**src/rtl/pin_sampler_pkg.sv**
```systemverilog
// Shared widths, word layout and FSM encoding for the probe-pin sampler.
// Every word leaving the sampler is {seq, sample}, with the sequence tag in the top nibble.
package pin_sampler_pkg;

    localparam int SAMPLE_W = 12;
    localparam int SEQ_W    = 4;
    localparam int WORD_W   = 16;

    typedef logic [SAMPLE_W-1:0] sample_t;
    typedef logic [SEQ_W-1:0]    seq_t;
    typedef logic [WORD_W-1:0]   word_t;

    typedef enum logic [1:0] {
        IDLE = 2'd0,
        RUN  = 2'd1,
        HALT = 2'd2
    } state_e;

    function automatic word_t pack_word(input seq_t seq, input sample_t sample);
        return {seq, sample};
    endfunction

endpackage

```
**src/rtl/pin_sampler_fifo_sync_fifo_fwft.sv**
```systemverilog
// First-word-fall-through FIFO: the head word is presented on dout whenever it is not empty.
// A push into a full FIFO is accepted only when a pop retires the head in the same cycle.
module sync_fifo_fwft #(
    parameter int DEPTH = 16,
    parameter int WIDTH = 16
) (
    input  logic                     clk,
    input  logic                     rst,
    input  logic                     push,
    input  logic [WIDTH-1:0]         din,
    input  logic                     pop,
    output logic [WIDTH-1:0]         dout,
    output logic                     empty,
    output logic                     full,
    output logic [$clog2(DEPTH):0]   level
);

    localparam int AW = $clog2(DEPTH);

    logic [WIDTH-1:0] mem_q [DEPTH];
    logic [AW-1:0]    wr_ptr_q, wr_ptr_d;
    logic [AW-1:0]    rd_ptr_q, rd_ptr_d;
    logic [AW:0]      level_q, level_d;
    logic             wr_ok, rd_ok;

    assign empty = (level_q == '0);
    assign full  = (level_q == (AW+1)'(DEPTH));
    assign rd_ok = pop && !empty;
    assign wr_ok = push && (!full || rd_ok);

    always_comb begin
        // NOTE: every signal driven here gets a default first, so no path can infer a latch.
        wr_ptr_d = wr_ptr_q;
        rd_ptr_d = rd_ptr_q;
        level_d  = level_q;
        if (wr_ok) wr_ptr_d = wr_ptr_q + AW'(1);
        if (rd_ok) rd_ptr_d = rd_ptr_q + AW'(1);
        case ({wr_ok, rd_ok})
            2'b10:   level_d = level_q + (AW+1)'(1);
            2'b01:   level_d = level_q - (AW+1)'(1);
            default: level_d = level_q;
        endcase
    end

    // NOTE: sequential state uses <= so every flop samples pre-edge values regardless of block order.
    always_ff @(posedge clk) begin
        if (rst) begin
            wr_ptr_q <= '0;
            rd_ptr_q <= '0;
            level_q  <= '0;
        end else begin
            wr_ptr_q <= wr_ptr_d;
            rd_ptr_q <= rd_ptr_d;
            level_q  <= level_d;
        end
    end

    // NOTE: the storage array has no reset; the pointers and level alone define what is valid.
    always_ff @(posedge clk) begin
        if (wr_ok) mem_q[wr_ptr_q] <= din;
    end

    assign dout  = empty ? '0 : mem_q[rd_ptr_q];
    assign level = level_q;

endmodule

```
**src/rtl/pin_sampler_fifo.sv**
```systemverilog
// Samples the synchronized probe pins on each prescaler tick, tags them with a sequence
// number and queues them for the SPI slave; an overflow halts capture until re-armed.
module pin_sampler_fifo
    import pin_sampler_pkg::*;
#(
    parameter int CLK_DIV     = 4,
    parameter int DEPTH       = 16,
    parameter bit CHANGE_ONLY = 1'b0
) (
    input  logic                     clk,
    input  logic                     rst,
    input  logic [SAMPLE_W-1:0]      d_in,
    input  logic                     arm,
    input  logic                     stop,
    input  logic                     rd_en,
    output logic [WORD_W-1:0]        rd_data,
    output logic                     rd_valid,
    output logic [$clog2(DEPTH):0]   level,
    output logic                     overflow,
    output logic                     running
);

    sample_t sync1_q, sync2_q;
    sample_t last_q, last_d;
    seq_t    seq_q, seq_d;
    state_e  state_q, state_d;
    logic [15:0] presc_q, presc_d;
    logic    ovf_q, ovf_d;

    logic    in_run, tick, want_push, push_ok, pop_ok, drop, arm_ok, fifo_rst;
    logic    fifo_empty, fifo_full;
    word_t   fifo_dout;

    assign in_run    = (state_q == RUN);
    assign tick      = in_run && (presc_q == 16'(CLK_DIV - 1));
    assign want_push = tick && (!CHANGE_ONLY || (sync2_q != last_q));
    assign pop_ok    = rd_en && !fifo_empty;
    assign push_ok   = want_push && (!fifo_full || pop_ok);
    assign drop      = want_push && fifo_full && !pop_ok;
    assign arm_ok    = arm && !stop && !in_run;
    // Re-arming discards whatever the previous capture left behind.
    assign fifo_rst  = rst || arm_ok;

    always_comb begin
        state_d = state_q;
        case (state_q)
            IDLE:    if (arm && !stop) state_d = RUN;
            RUN: begin
                if (stop)      state_d = IDLE;
                else if (drop) state_d = HALT;
            end
            HALT: begin
                if (stop)     state_d = IDLE;
                else if (arm) state_d = RUN;
            end
            default: state_d = IDLE;
        endcase
    end

    always_comb begin
        seq_d   = seq_q;
        last_d  = last_q;
        ovf_d   = ovf_q;
        presc_d = presc_q;
        if (arm_ok) begin
            seq_d  = '0;
            last_d = sync2_q;
            ovf_d  = 1'b0;
        end else begin
            if (push_ok) begin
                seq_d  = seq_q + SEQ_W'(1);
                last_d = sync2_q;
            end
            if (drop) ovf_d = 1'b1;
        end
        // The count only advances while capture continues into the next cycle.
        if (!in_run || (state_d != RUN) || tick) presc_d = '0;
        else                                     presc_d = presc_q + 16'd1;
    end

    always_ff @(posedge clk) begin
        if (rst) begin
            sync1_q <= '0;
            sync2_q <= '0;
            state_q <= IDLE;
            seq_q   <= '0;
            last_q  <= '0;
            presc_q <= '0;
            ovf_q   <= 1'b0;
        end else begin
            sync1_q <= d_in;
            sync2_q <= sync1_q;
            state_q <= state_d;
            seq_q   <= seq_d;
            last_q  <= last_d;
            presc_q <= presc_d;
            ovf_q   <= ovf_d;
        end
    end

    sync_fifo_fwft #(
        .DEPTH (DEPTH),
        .WIDTH (WORD_W)
    ) u_fifo (
        .clk   (clk),
        .rst   (fifo_rst),
        .push  (push_ok),
        .din   (pack_word(seq_q, sync2_q)),
        .pop   (pop_ok),
        .dout  (fifo_dout),
        .empty (fifo_empty),
        .full  (fifo_full),
        .level (level)
    );

    assign rd_data  = fifo_dout;
    assign rd_valid = !fifo_empty;
    assign overflow = ovf_q;
    assign running  = in_run;

endmodule

```
**config.mk**
```make
export PLATFORM = sky130hd
export DESIGN_NAME = pin_sampler_fifo
export DESIGN_NICKNAME = d
export VERILOG_FILES = /design/src/rtl/pin_sampler_pkg.sv /design/src/rtl/pin_sampler_fifo_sync_fifo_fwft.sv /design/src/rtl/pin_sampler_fifo.sv
export SDC_FILE = /design/constraint.sdc
export NUM_CORES = 1
export LEC_CHECK = 0
export CORE_ASPECT_RATIO = 1.5
export CORE_MARGIN = 2
export CORE_UTILIZATION = 65
export CTS_CLUSTER_SIZE = 40
export DETAILED_ROUTE_END_ITERATION = 8
export GPL_TIMING_DRIVEN = 0
export HOLD_SLACK_MARGIN = 0.1
export PLACE_DENSITY = 0.91
export SETUP_SLACK_MARGIN = 0.05
export SKIP_LAST_GASP = 1
export SLEW_MARGIN = 20
export SYNTH_ARGS = -nofsm -noshare
export SYNTH_HDL_FRONTEND = slang
export SYNTH_SLANG_ARGS = --single-unit
export TNS_END_PERCENT = 20
```
**constraint.sdc**
```tcl
create_clock -name clk -period 8.3 [get_ports clk]
set_clock_uncertainty 0.1 [all_clocks]
set_input_delay 1.66 -clock clk [delete_from_list [all_inputs] [get_ports clk]]
set_output_delay 1.66 -clock clk [all_outputs]
set_load 0.005 [all_outputs]
```
==> results of run 1 <==
==> metrics by stage <==
| step | hold WS [ns] | cell area, µm² | setup WS, ns | utilization | power, mW |
|---|---|---|---|---|---|
| after floorplan | 0.3138 | 12340 | 4.360 | - | 1.775 |
| after global placement | 0.3213 | 13060 | 3.531 | 0.7040 | 1.790 |
| after detailed placement | 0.3292 | 13060 | 3.432 | 0.7040 | 1.793 |
| after CTS | 0.3394 | 14050 | 2.706 | 0.7578 | 3.137 |
| after global routing | 0.3523 | 14050 | 2.487 | 0.7578 | 3.192 |
| final | 0.3390 | 14050 | 2.643 | 0.7578 | 3.131 |
==> flip-flops by register name (all words and copies together), names as in the netlist, named ones only <==
name	cells
overflow	1
presc_q	16
seq_q	4
state_q	2
sync1_q	12
sync2_q	12
u_fifo.level	5
u_fifo.mem_q	256
u_fifo.rd_ptr_q	4
u_fifo.wr_ptr_q	4
==> power by group through the flow <==
| stage | registers, mW | clock network (mW) | logic, mW |
|---|---|---|---|
| 2_1_floorplan | 1.77 | 0 | 0.00950 |
| 3_3_place_gp | 1.77 | 0 | 0.0200 |
| 3_5_place_dp | 1.77 | 0 | 0.0211 |
| 4_1_cts | 1.74 | 1.38 | 0.0217 |
| 5_1_grt | 1.74 | 1.43 | 0.0234 |
| 6_report | 1.74 | 1.37 | 0.0217 |
==> Yosys cell counts, drive strengths merged, types with 10 or more instances <==
library cell,number,area [µm²]
mux2,16,180.2
inv,16,60.06
nand3,10,50.05
clkbuf,18,67.56
ha,11,137.6
and3,17,106.4
a221o,16,160.2
xnor2,13,113.9
nor2,37,138.9
dfxtp,64,1281
nor2b,43,269.0
a21oi,14,70.07
buf,13,61.31
mux4,64,1441
edfxtp,256,7687
==> metal layers <==
metal	global-route usage	vias up
li1	-	2829
met5	0	-
met1	0.3373	3407
met3	0.04381	94
met4	0.1205	0
met2	0.5165	397
==> kinds of logic after synthesis <==
| logic type | share of synthesized area |
|---|---|
| AO/OA/AOI/OAI | 0.02960 |
| XOR/XNOR | 0.01277 |
| multiplexers | 0.1338 |
| AND/OR/NAND/NOR | 0.06895 |
| buffers and inverters | 0.01531 |
| adder cells (fa/ha/maj) | 0.01277 |
| flip-flops | 0.7268 |
==> how the worst max path moves through the flow <==
stage / slack [ns] / cells past startpoint / from / to
finish: 2.64 / 6 / flip-flop / rd_data[12]
global placement: 3.53 / 13 / rd_en / u_fifo.level[4]$_SDFFE_PP0P_
CTS: 2.71 / 6 / flip-flop / rd_data[12]
global route: 2.49 / 6 / flip-flop / rd_data[12]
detailed placement: 3.43 / 13 / rd_en / u_fifo.level[4]$_SDFFE_PP0P_
floorplan: 4.36 / 12 / rd_en / u_fifo.level[4]$_SDFFE_PP0P_
==> cell usage in the layout, fill, tap and decap left out, types with 2 or more instances in the layout <==
cell type / instances
nand4_1: 7
nor4_1: 5
inv_1: 16
mux2_2: 16
clkbuf_16: 30
nand2_1: 5
and2_1: 2
o31ai_1: 5
dfxtp_1: 64
a221o_1: 16
clkbuf_1: 23
nand4b_1: 2
or4_1: 7
mux4_2: 64
and3_1: 17
o21ai_0: 5
nor3_1: 6
a21o_1: 2
clkdlybuf4s50_1: 40
o211ai_1: 2
clkbuf_8: 10
edfxtp_1: 256
nand2b_1: 5
bufinv_16: 2
buf_2: 10
ha_1: 11
xor2_1: 5
mux2i_1: 3
nor2_1: 37
nor2b_1: 43
buf_1: 3
o21ai_1: 2
nand3_1: 10
xnor2_1: 13
a21oi_1: 14
==> layout make-up <==
cell class                 count  area (µm²)
sequential                   320        8969
fill                        1010        4492
multi-input combinational    314        3183
clock buffer                  45       907.1
timing repair buffer          40       400.4
tap                          252       315.3
buffer                        31       128.9
clock inverter                 7       91.34
inverter                      16       60.06
==> run metrics, run 1 <==
Hold Path Depth=1; status=completed; Pleak=4.271 nW; DR WL met2=15340 µm; initial core utilization=0.6654; CP endpoint kind=output pin; Max Fclk=176.8 MHz; switching share of power=0.1869; clock share of power=0.438; Cell Pwr Density=222.8 nW/µm²; Yosys cell types=41; Slew @ Worst Pin=1.135 ns; 1st-iter DRT viols=about 780; Nets=780; combinational share of power=0.007; Max Fanout on Critical Path=10; core area=between 15000 and 20000 µm²; postcts setup bufs=0; Die Wd=116.5 µm; CTS H-Tree Depth=1; data required time of the worst path=6.54 ns; Cell Int Power=2.546 mW; WS Path Type=flip-flop to output pin; later-pin clock latency in the skew report=0.55 ns; Synth Instances=681; Fin Setup TNS=0 ns; die footprint=20130 µm²; Net Switching=0.5852 mW; initial antenna violation count=0; crit share post-route=0.6816; CTS max path bufs=3; family with the most delay on the worst path=buffers and inverters; Post-CTS Resized=0; reg2reg end=u_fifo.level[4]$_SDFFE_PP0P_; placed insts=between 900 and 1000; Slew Limit Fails=0; Primary FF master, synth=edfxtp_1; vias in the first global route=7065; Post-route DRC=0; vias per inst=6.563; layout cells sized above 1=0.1811; drt total wl=27860 µm; final non-filler cell total=1025; uppermost routed layer=met4; Row Count=61; IO Pins=41; CP Cell Sequence=clkbuf_1 -> clkbuf_1 -> nor3b_1 -> clkbuf_1 -> a221o_1 -> clkdlybuf4s50_1; met3 wire len=1837 µm; Crit path largest cell delay=1.02 ns; Max-slew headroom=0.2415; EDFF count, synth=256; RePlAce Congestion=0.8491; average wire per standard cell=27.18 µm; Period minus WS final=5.657 ns; Routed Antenna Nets=0; pin count of the biggest net entering global routing=21; CTS root buf=clkbuf_16; worst reg2reg setup slack=4.60 ns; Slowest cell on crit path=nor3b_1; Ant. Diodes=0; Flop pwr share=0.555; Worst EP arrival=3.90 ns; worst r2r path cells=13; Hold-fix buffers, CTS=0; hold_sp=sync1_q[6]$_SDFF_PP0_; Hold Fails Final Rpt=0; port bufs=40; Area growth, synth to finish=13.89%; clock sink count=320; drt first pass iters=7; worst vdd ir=0.1588 mV; r2r startpoint=u_fifo.level[0]$_SDFFE_PP0P_; Synth Net Count=between 700 and 800; CTS tree=yes; clk slew on worst S/H paths=0.07 ns; Mapped Area=roughly 12000 µm²; CP startpoint kind=flip-flop; die height=172.8 µm; Synth async-reset ratio=0; GR Overflow Total=0; CP bufs+invs=4; gr usage total=0.2870; flops & latches, synth=320; first-pass GRT wire length=41900 µm; YS warnings=0; max cap viols=0; DR vias=just under 7000; Hold Crit Class=flip-flop to flip-flop; RSZ-0062 raised after global routing=false; Hold Crit Endpoint=sync2_q[6]$_SDFF_PP0_; Final setup viols=0; DRT met1 WL=9419 µm; sequential area share after synthesis=0.7268; CTS Buf Count=28; hpwl dp=16670 µm; most frequent CP cell=clkbuf_1; Avg Cell Area, Syn=18.12 µm²
Note: power is estimated with default switching activity, not from simulation.
==> inputs of run 2 (changes only) <==
--- a/config.mk
+++ b/config.mk
@@ -7,12 +7,12 @@
 export LEC_CHECK = 0
 export CORE_ASPECT_RATIO = 1.5
 export CORE_MARGIN = 2
-export CORE_UTILIZATION = 65
+export CORE_UTILIZATION = 55
 export CTS_CLUSTER_SIZE = 40
 export DETAILED_ROUTE_END_ITERATION = 8
 export GPL_TIMING_DRIVEN = 0
 export HOLD_SLACK_MARGIN = 0.1
-export PLACE_DENSITY = 0.91
+export PLACE_DENSITY = 0.83
 export SETUP_SLACK_MARGIN = 0.05
 export SKIP_LAST_GASP = 1
 export SLEW_MARGIN = 20
==> constraint.sdc (replaced) <==
create_clock -name clk -period 4.75 [get_ports clk]
set_clock_uncertainty 0.1 [all_clocks]
set_input_delay 0.95 -clock clk [delete_from_list [all_inputs] [get_ports clk]]
set_output_delay 0.95 -clock clk [all_outputs]
set_load 0.005 [all_outputs]
==> run 2 against run 1 <==
First-iteration DRC count shrank 18%; sequential share of layout area grew 0.22 points; wire length shrank 8.8%; sequential power grew 74%; highest routed layer unchanged; via count shrank 3.2%.
==> run metrics, run 2 (synthesis gave the netlist of run 1 again) <==
CP endpoint kind=output pin; CTS H-Tree Depth=1 (unchanged); Largest regs=u_fifo.mem_q (256), presc_q (16); met2 usage=0.4030 (-0.1135); 1st-iter DRT viols=639 (-18%); postcts setup bufs=0 (unchanged); Row Count=67 (+9.8%); Post-route DRC=0 (unchanged); Hold Fails Final Rpt=0 (unchanged); initial core utilization=0.5555 (-0.1099); CP Cell Sequence=buf_2 -> buf_2 -> buf_1 -> mux2_2 -> a221o_1 -> clkdlybuf4s50_1; Cell Pwr Density=379.1 nW/µm² (+70%); port bufs=40 (unchanged); number of fill cells in the layout=1431 (+42%); commonest non-fill, non-tap cell in the layout=edfxtp_1; pre-CTS WS=0.5423 ns (-2.890 ns); Hold-fix buffers, CTS=0 (unchanged); gr usage total=0.2163 (-0.07070); commonest non-fill, non-tap cells in the layout=edfxtp_1 (256), mux4_2 (64), dfxtp_1 (64); Crit path largest cell delay=0.59 ns (-0.43 ns); CTS max path bufs=3 (unchanged); IO Pins=41 (unchanged); pin count of the biggest net entering global routing=21 (unchanged); die height=187.5 µm (+8.5%); Final WS setup=0.2090 ns (-2.434 ns); status=completed; DR vias=6515 (-3.2%); Period minus WS final=4.541 ns; RSZ-0062 raised after global routing=false; Max Fanout on Critical Path=10 (unchanged); max cap viols=0 (unchanged); Routed Antenna Nets=0 (unchanged); core area=22220 µm² (+20%); Nets=780 (unchanged); WS Path Type=flip-flop to output pin; die footprint=23680 µm² (+18%); worst vdd ir=0.2747 mV (+73%); first-pass GRT wire length=38940 µm (-7.1%); CTS tree=yes; vias per inst=6.211 (-5.4%); data required time of the worst path=3.70 ns (-2.84 ns); Fin Setup TNS=0 ns (unchanged); Die Wd=126.3 µm (+8.4%); GRT met3 Usage=0.02803 (-0.01578); later-pin clock latency in the skew report=0.53 ns (-0.02 ns); CTS root buf=clkbuf_16; clk slew on worst S/H paths=0.07 ns (about the same); Max Fclk=220.2 MHz; total power=5.310 mW (+70%); CP startpoint kind=flip-flop; drt total wl=25420 µm (-8.8%); global-route met1 utilization=0.2530 (-0.08430); Slew @ Worst Pin=1.025 ns (-0.1099 ns); Slew Limit Fails=0 (unchanged); Slowest cell on crit path=buf_1; GR Overflow Total=0 (unchanged); clock sink count=320 (unchanged); Area growth, synth to finish=13.49%; CTS Buf Count=28 (unchanged); layout cells sized above 1=0.1811 (unchanged); Pleak=4.242 nW (-0.68%); Final setup viols=0 (unchanged); most frequent CP cell=buf_2; Max-slew headroom=0.3164 (+0.07489); gr busiest metal=met2; crit share post-route=0.9560; Hold Crit Class=flip-flop to flip-flop; Ant. Diodes=0 (unchanged); hpwl dp=16280 µm (-2.4%); largest register by flop count=u_fifo.mem_q; drt first pass iters=6 (-1); Worst EP arrival=3.49 ns (-0.41 ns); average wire per standard cell=24.23 µm (-11%); vias in the first global route=6966 (-1.4%); initial antenna violation count=0 (unchanged); RePlAce Congestion=0.7997 (-5.8%); number of flip-flops in the largest register=256 (unchanged)
-- run 2: path summary, 6_finish.rpt --
kind,slack (ns),cells after the start,start,endpoint
max,0.21,6,flip-flop,rd_data[12]
min,0.34,1,sync1_q[6]$_SDFF_PP0_,sync2_q[6]$_SDFF_PP0_
max reg2reg,1.06,13,u_fifo.level[0]$_SDFFE_PP0P_,u_fifo.level[4]$_SDFFE_PP0P_
min reg2reg,0.34,1,sync1_q[6]$_SDFF_PP0_,sync2_q[6]$_SDFF_PP0_
-- run 2: metal layers --
layer | share of wire | wire length (µm) | vias to the layer above
li1 | - | - | 2826
met4 | 0.032 | 803 | 0
met3 | 0.055 | 1404 | 55
met2 | 0.56 | 14220 | 287
met1 | 0.35 | 8988 | 3347
met5 | 0 | 0 | -
-- run 2: power by group --
part	switching [mW]	leakage (nW)	total [mW]	internal, mW
sequential	0.0207	2.64	3.03	3.01
clock	0.955	0.457	2.24	1.28
combinational	0.0172	1.14	0.0372	0.0200
-- run 2: timing repair --
action / 4_1_cts / 5_1_grt
pin swaps: 0 / 0
hold endpoints to repair: 0 / 0
endpoints found under the setup margin: 10 / 4
gates resized for setup: 1 / 2
-- run 2: layout make-up --
type	instances	area (µm²)	area share
Buffer	31	130.1	0.009291
Multi-Input combinational cell	314	3188	0.2276
Sequential cell	320	8969	0.6403
Tap cell	276	345.3	0.02466
Clock inverter	12	112.6	0.008040
Clock buffer	40	800.8	0.05717
Timing Repair Buffer	40	400.4	0.02859
Inverter	16	60.06	0.004288
-- run 2: critical path, delay by kind of cell (launching register included) --
| kind | cells | cell delay, ns |
|---|---|---|
| buffers and inverters | 4 | 1.82 |
| multiplexers | 1 | 0.45 |
| AO/OA/AOI/OAI | 1 | 0.32 |
| flip-flops | 1 | 0.36 |
-- run 2: per-stage QoR --
stage,util,hold slack [ns],cells,area (µm²)
global placement,0.5891,0.3197,997,13090
detailed placement,0.5891,0.3245,997,13090
CTS,0.6304,0.3439,1049,14000
floorplan,-,0.3138,681,12340
global route,0.6305,0.3470,1049,14010
finish,0.6305,0.3404,1049,14010
==> inputs of run 3 (changes only) <==
--- a/config.mk
+++ b/config.mk
@@ -5,8 +5,7 @@
 export SDC_FILE = /design/constraint.sdc
 export NUM_CORES = 1
 export LEC_CHECK = 0
-export CORE_ASPECT_RATIO = 1.5
-export CORE_MARGIN = 2
+export CORE_ASPECT_RATIO = 0.5
 export CORE_UTILIZATION = 55
 export CTS_CLUSTER_SIZE = 40
 export DETAILED_ROUTE_END_ITERATION = 8
==> run 3 against run 2 <==
Sequential power about the same; maximum frequency up 0.19%; largest power group unchanged; flip-flop and latch count unchanged; die area down 2.5%; setup slack better by 0.0085 ns; register-to-register slack worse by 0.13 ns; core utilization up 0.78 points; highest routed layer unchanged; first-iteration DRC count down 4.9%; final cell count up 2.0%; non-clock buffer count unchanged; via count down 2.0%; clock power down 8%.
==> run metrics, run 3 (synthesis gave the netlist of run 1 again) <==
postcts setup bufs=0 (unchanged); die height=107.9 µm (-42%); CTS Buf Count=27 (-3.6%); DRT met1 WL=10150 µm (+13%); Ant. Diodes=0 (unchanged); gr usage total=0.2241 (+0.007768); clock sink count=320 (unchanged); vias in the first global route=6501 (-6.7%); Routed Antenna Nets=0 (unchanged); CTS max path bufs=3 (unchanged); pre-CTS WS=0.4749 ns (-0.06747 ns); Hold Crit Class=flip-flop to flip-flop; vias per inst=5.964 (-4.0%); Fin Setup TNS=0 ns (unchanged); Slew Limit Fails=0 (unchanged); Max Fclk=220.6 MHz (+0.19%); WS Path Type=flip-flop to output pin; Cell Int Power=4.140 mW (-4.1%); Slew @ Worst Pin=1.026 ns (+0.001137 ns); commonest non-fill, non-tap cell in the layout=edfxtp_1; Pleak=4.181 nW (-1.4%); CP Cell Sequence=buf_2 -> buf_2 -> clkbuf_1 -> mux4_2 -> nor2b_1 -> a221o_1 -> clkdlybuf4s50_1; Max-slew headroom=0.3157 (-0.0007580); initial antenna violation count=0 (unchanged); hpwl dp=15530 µm (-4.6%); design area=13930 µm² (-0.54%); die footprint=23080 µm² (-2.5%); 1st-iter DRT viols=608 (-4.9%); drt first pass iters=5 (-1); DP Area=13120 µm² (+0.23%); Row Count=38 (-43%); most frequent CP cell=buf_2; max cap viols=0 (unchanged); Final WS setup=0.2175 ns (+0.008531 ns); Net Switching=0.9852 mW (-0.79%); CTS H-Tree Depth=1 (unchanged); Nets=779 (-0.13%); Hold Fails Final Rpt=0 (unchanged); IO Pins=41 (unchanged); met3 wire len=1639 µm (+17%); crit share post-route=0.9542 (-0.001796); CTS root buf=clkbuf_16; family with the most delay on the worst path=buffers and inverters; Max Fanout on Critical Path=10 (unchanged); CP bufs+invs=4 (unchanged); DR WL met2=12660 µm (-11%); pin count of the biggest net entering global routing=21 (unchanged); drt total wl=24890 µm (-2.1%); RePlAce Congestion=0.7786 (-2.6%); clock share of power=0.401 (-0.021); number of flip-flops in the largest register=256 (unchanged); Area growth, synth to finish=12.88%; Flop pwr share=0.592 (+0.021); uppermost routed layer=met4; first-pass GRT wire length=37750 µm (-3.0%); Crit path largest cell delay=0.60 ns (about the same); layout cells sized above 1=0.1688 (-0.01228); core area=21820 µm² (-1.8%); worst vdd ir=0.2798 mV (+1.9%); RSZ-0062 raised after global routing=false; Slowest cell on crit path=clkbuf_1; largest register by flop count=u_fifo.mem_q; CP startpoint kind=flip-flop; final non-filler cell total=1070 (+2.0%); DR vias=6382 (-2.0%); initial core utilization=0.5655 (+0.009969); clk slew on worst S/H paths=0.07 ns (about the same); Worst EP arrival=3.48 ns (about the same); status=completed; later-pin clock latency in the skew report=0.55 ns (+0.02 ns); Post-route DRC=0 (unchanged); combinational share of power=0.008 (about the same); CP endpoint kind=output pin; placed insts=1021 (+2.4%); GR Overflow Total=0 (unchanged); Largest regs=u_fifo.mem_q (256), presc_q (16); average wire per standard cell=23.26 µm (-4.0%); CTS tree=yes; commonest non-fill, non-tap cells in the layout=edfxtp_1 (256), mux4_2 (64), dfxtp_1 (64); Die Wd=213.8 µm (+69%); Final setup viols=0 (unchanged); Cell Pwr Density=367.9 nW/µm² (-3.0%); port bufs=40 (unchanged); switching share of power=0.1922 (+0.005223); Period minus WS final=4.532 ns (-0.008531 ns); data required time of the worst path=3.70 ns (about the same)
==> run 3: through the flow <==
stage | hold WS [ns] | util | power [mW]
2_1_floorplan | 0.3138 | - | 3.101
3_3_place_gp | 0.3167 | 0.6010 | 3.127
3_5_place_dp | 0.3247 | 0.6010 | 3.131
4_1_cts | 0.3409 | 0.6382 | 5.151
5_1_grt | 0.3580 | 0.6383 | 5.252
6_report | 0.3365 | 0.6383 | 5.125
==> run 3: area by class of cell <==
type | count | area (µm²)
Timing Repair Buffer | 40 | 400.4
Clock inverter | 14 | 101.3
Buffer | 31 | 130.1
Fill cell | 1401 | 7894
Tap cell | 300 | 375.4
Sequential cell | 320 | 8969
Multi-Input combinational cell | 314 | 3188
Inverter | 16 | 60.06
Clock buffer | 35 | 705.7
==> run 3: path summary, 6_finish.rpt <==
check | from | end | slack [ns] | cells past startpoint
setup / recovery | flip-flop | rd_data[14] | 0.22 | 7
hold / removal | sync1_q[6]$_SDFF_PP0_ | sync2_q[6]$_SDFF_PP0_ | 0.34 | 1
setup reg to reg | u_fifo.level[0]$_SDFFE_PP0P_ | u_fifo.level[4]$_SDFFE_PP0P_ | 0.93 | 13
hold reg to reg | sync1_q[6]$_SDFF_PP0_ | sync2_q[6]$_SDFF_PP0_ | 0.34 | 1
==> run 3: layer usage <==
layer / vias to the layer above / global-route usage
met5: - / 0
met4: 0 / 0.06173
met3: 29 / 0.03880
met2: 269 / 0.3843
met1: 3252 / 0.2989
li1: 2832 / -
==> run 3: power groups by stage <==
stage,clock network (mW),registers [mW],logic (mW)
floorplan,0,3.08,0.0166
global placement,0,3.09,0.0359
detailed placement,0,3.09,0.0376
CTS,2.08,3.03,0.0383
global route,2.18,3.03,0.0414
finish,2.05,3.03,0.0384
==> run 3: repair_timing <==
action | CTS | global route
pin swaps | 0 | 0
hold buffers | 0 | 0
cloned | 0 | 0
hold endpoints to repair | 0 | 0
endpoints found under the setup margin | 10 | 10
gates resized for setup | 1 | 1
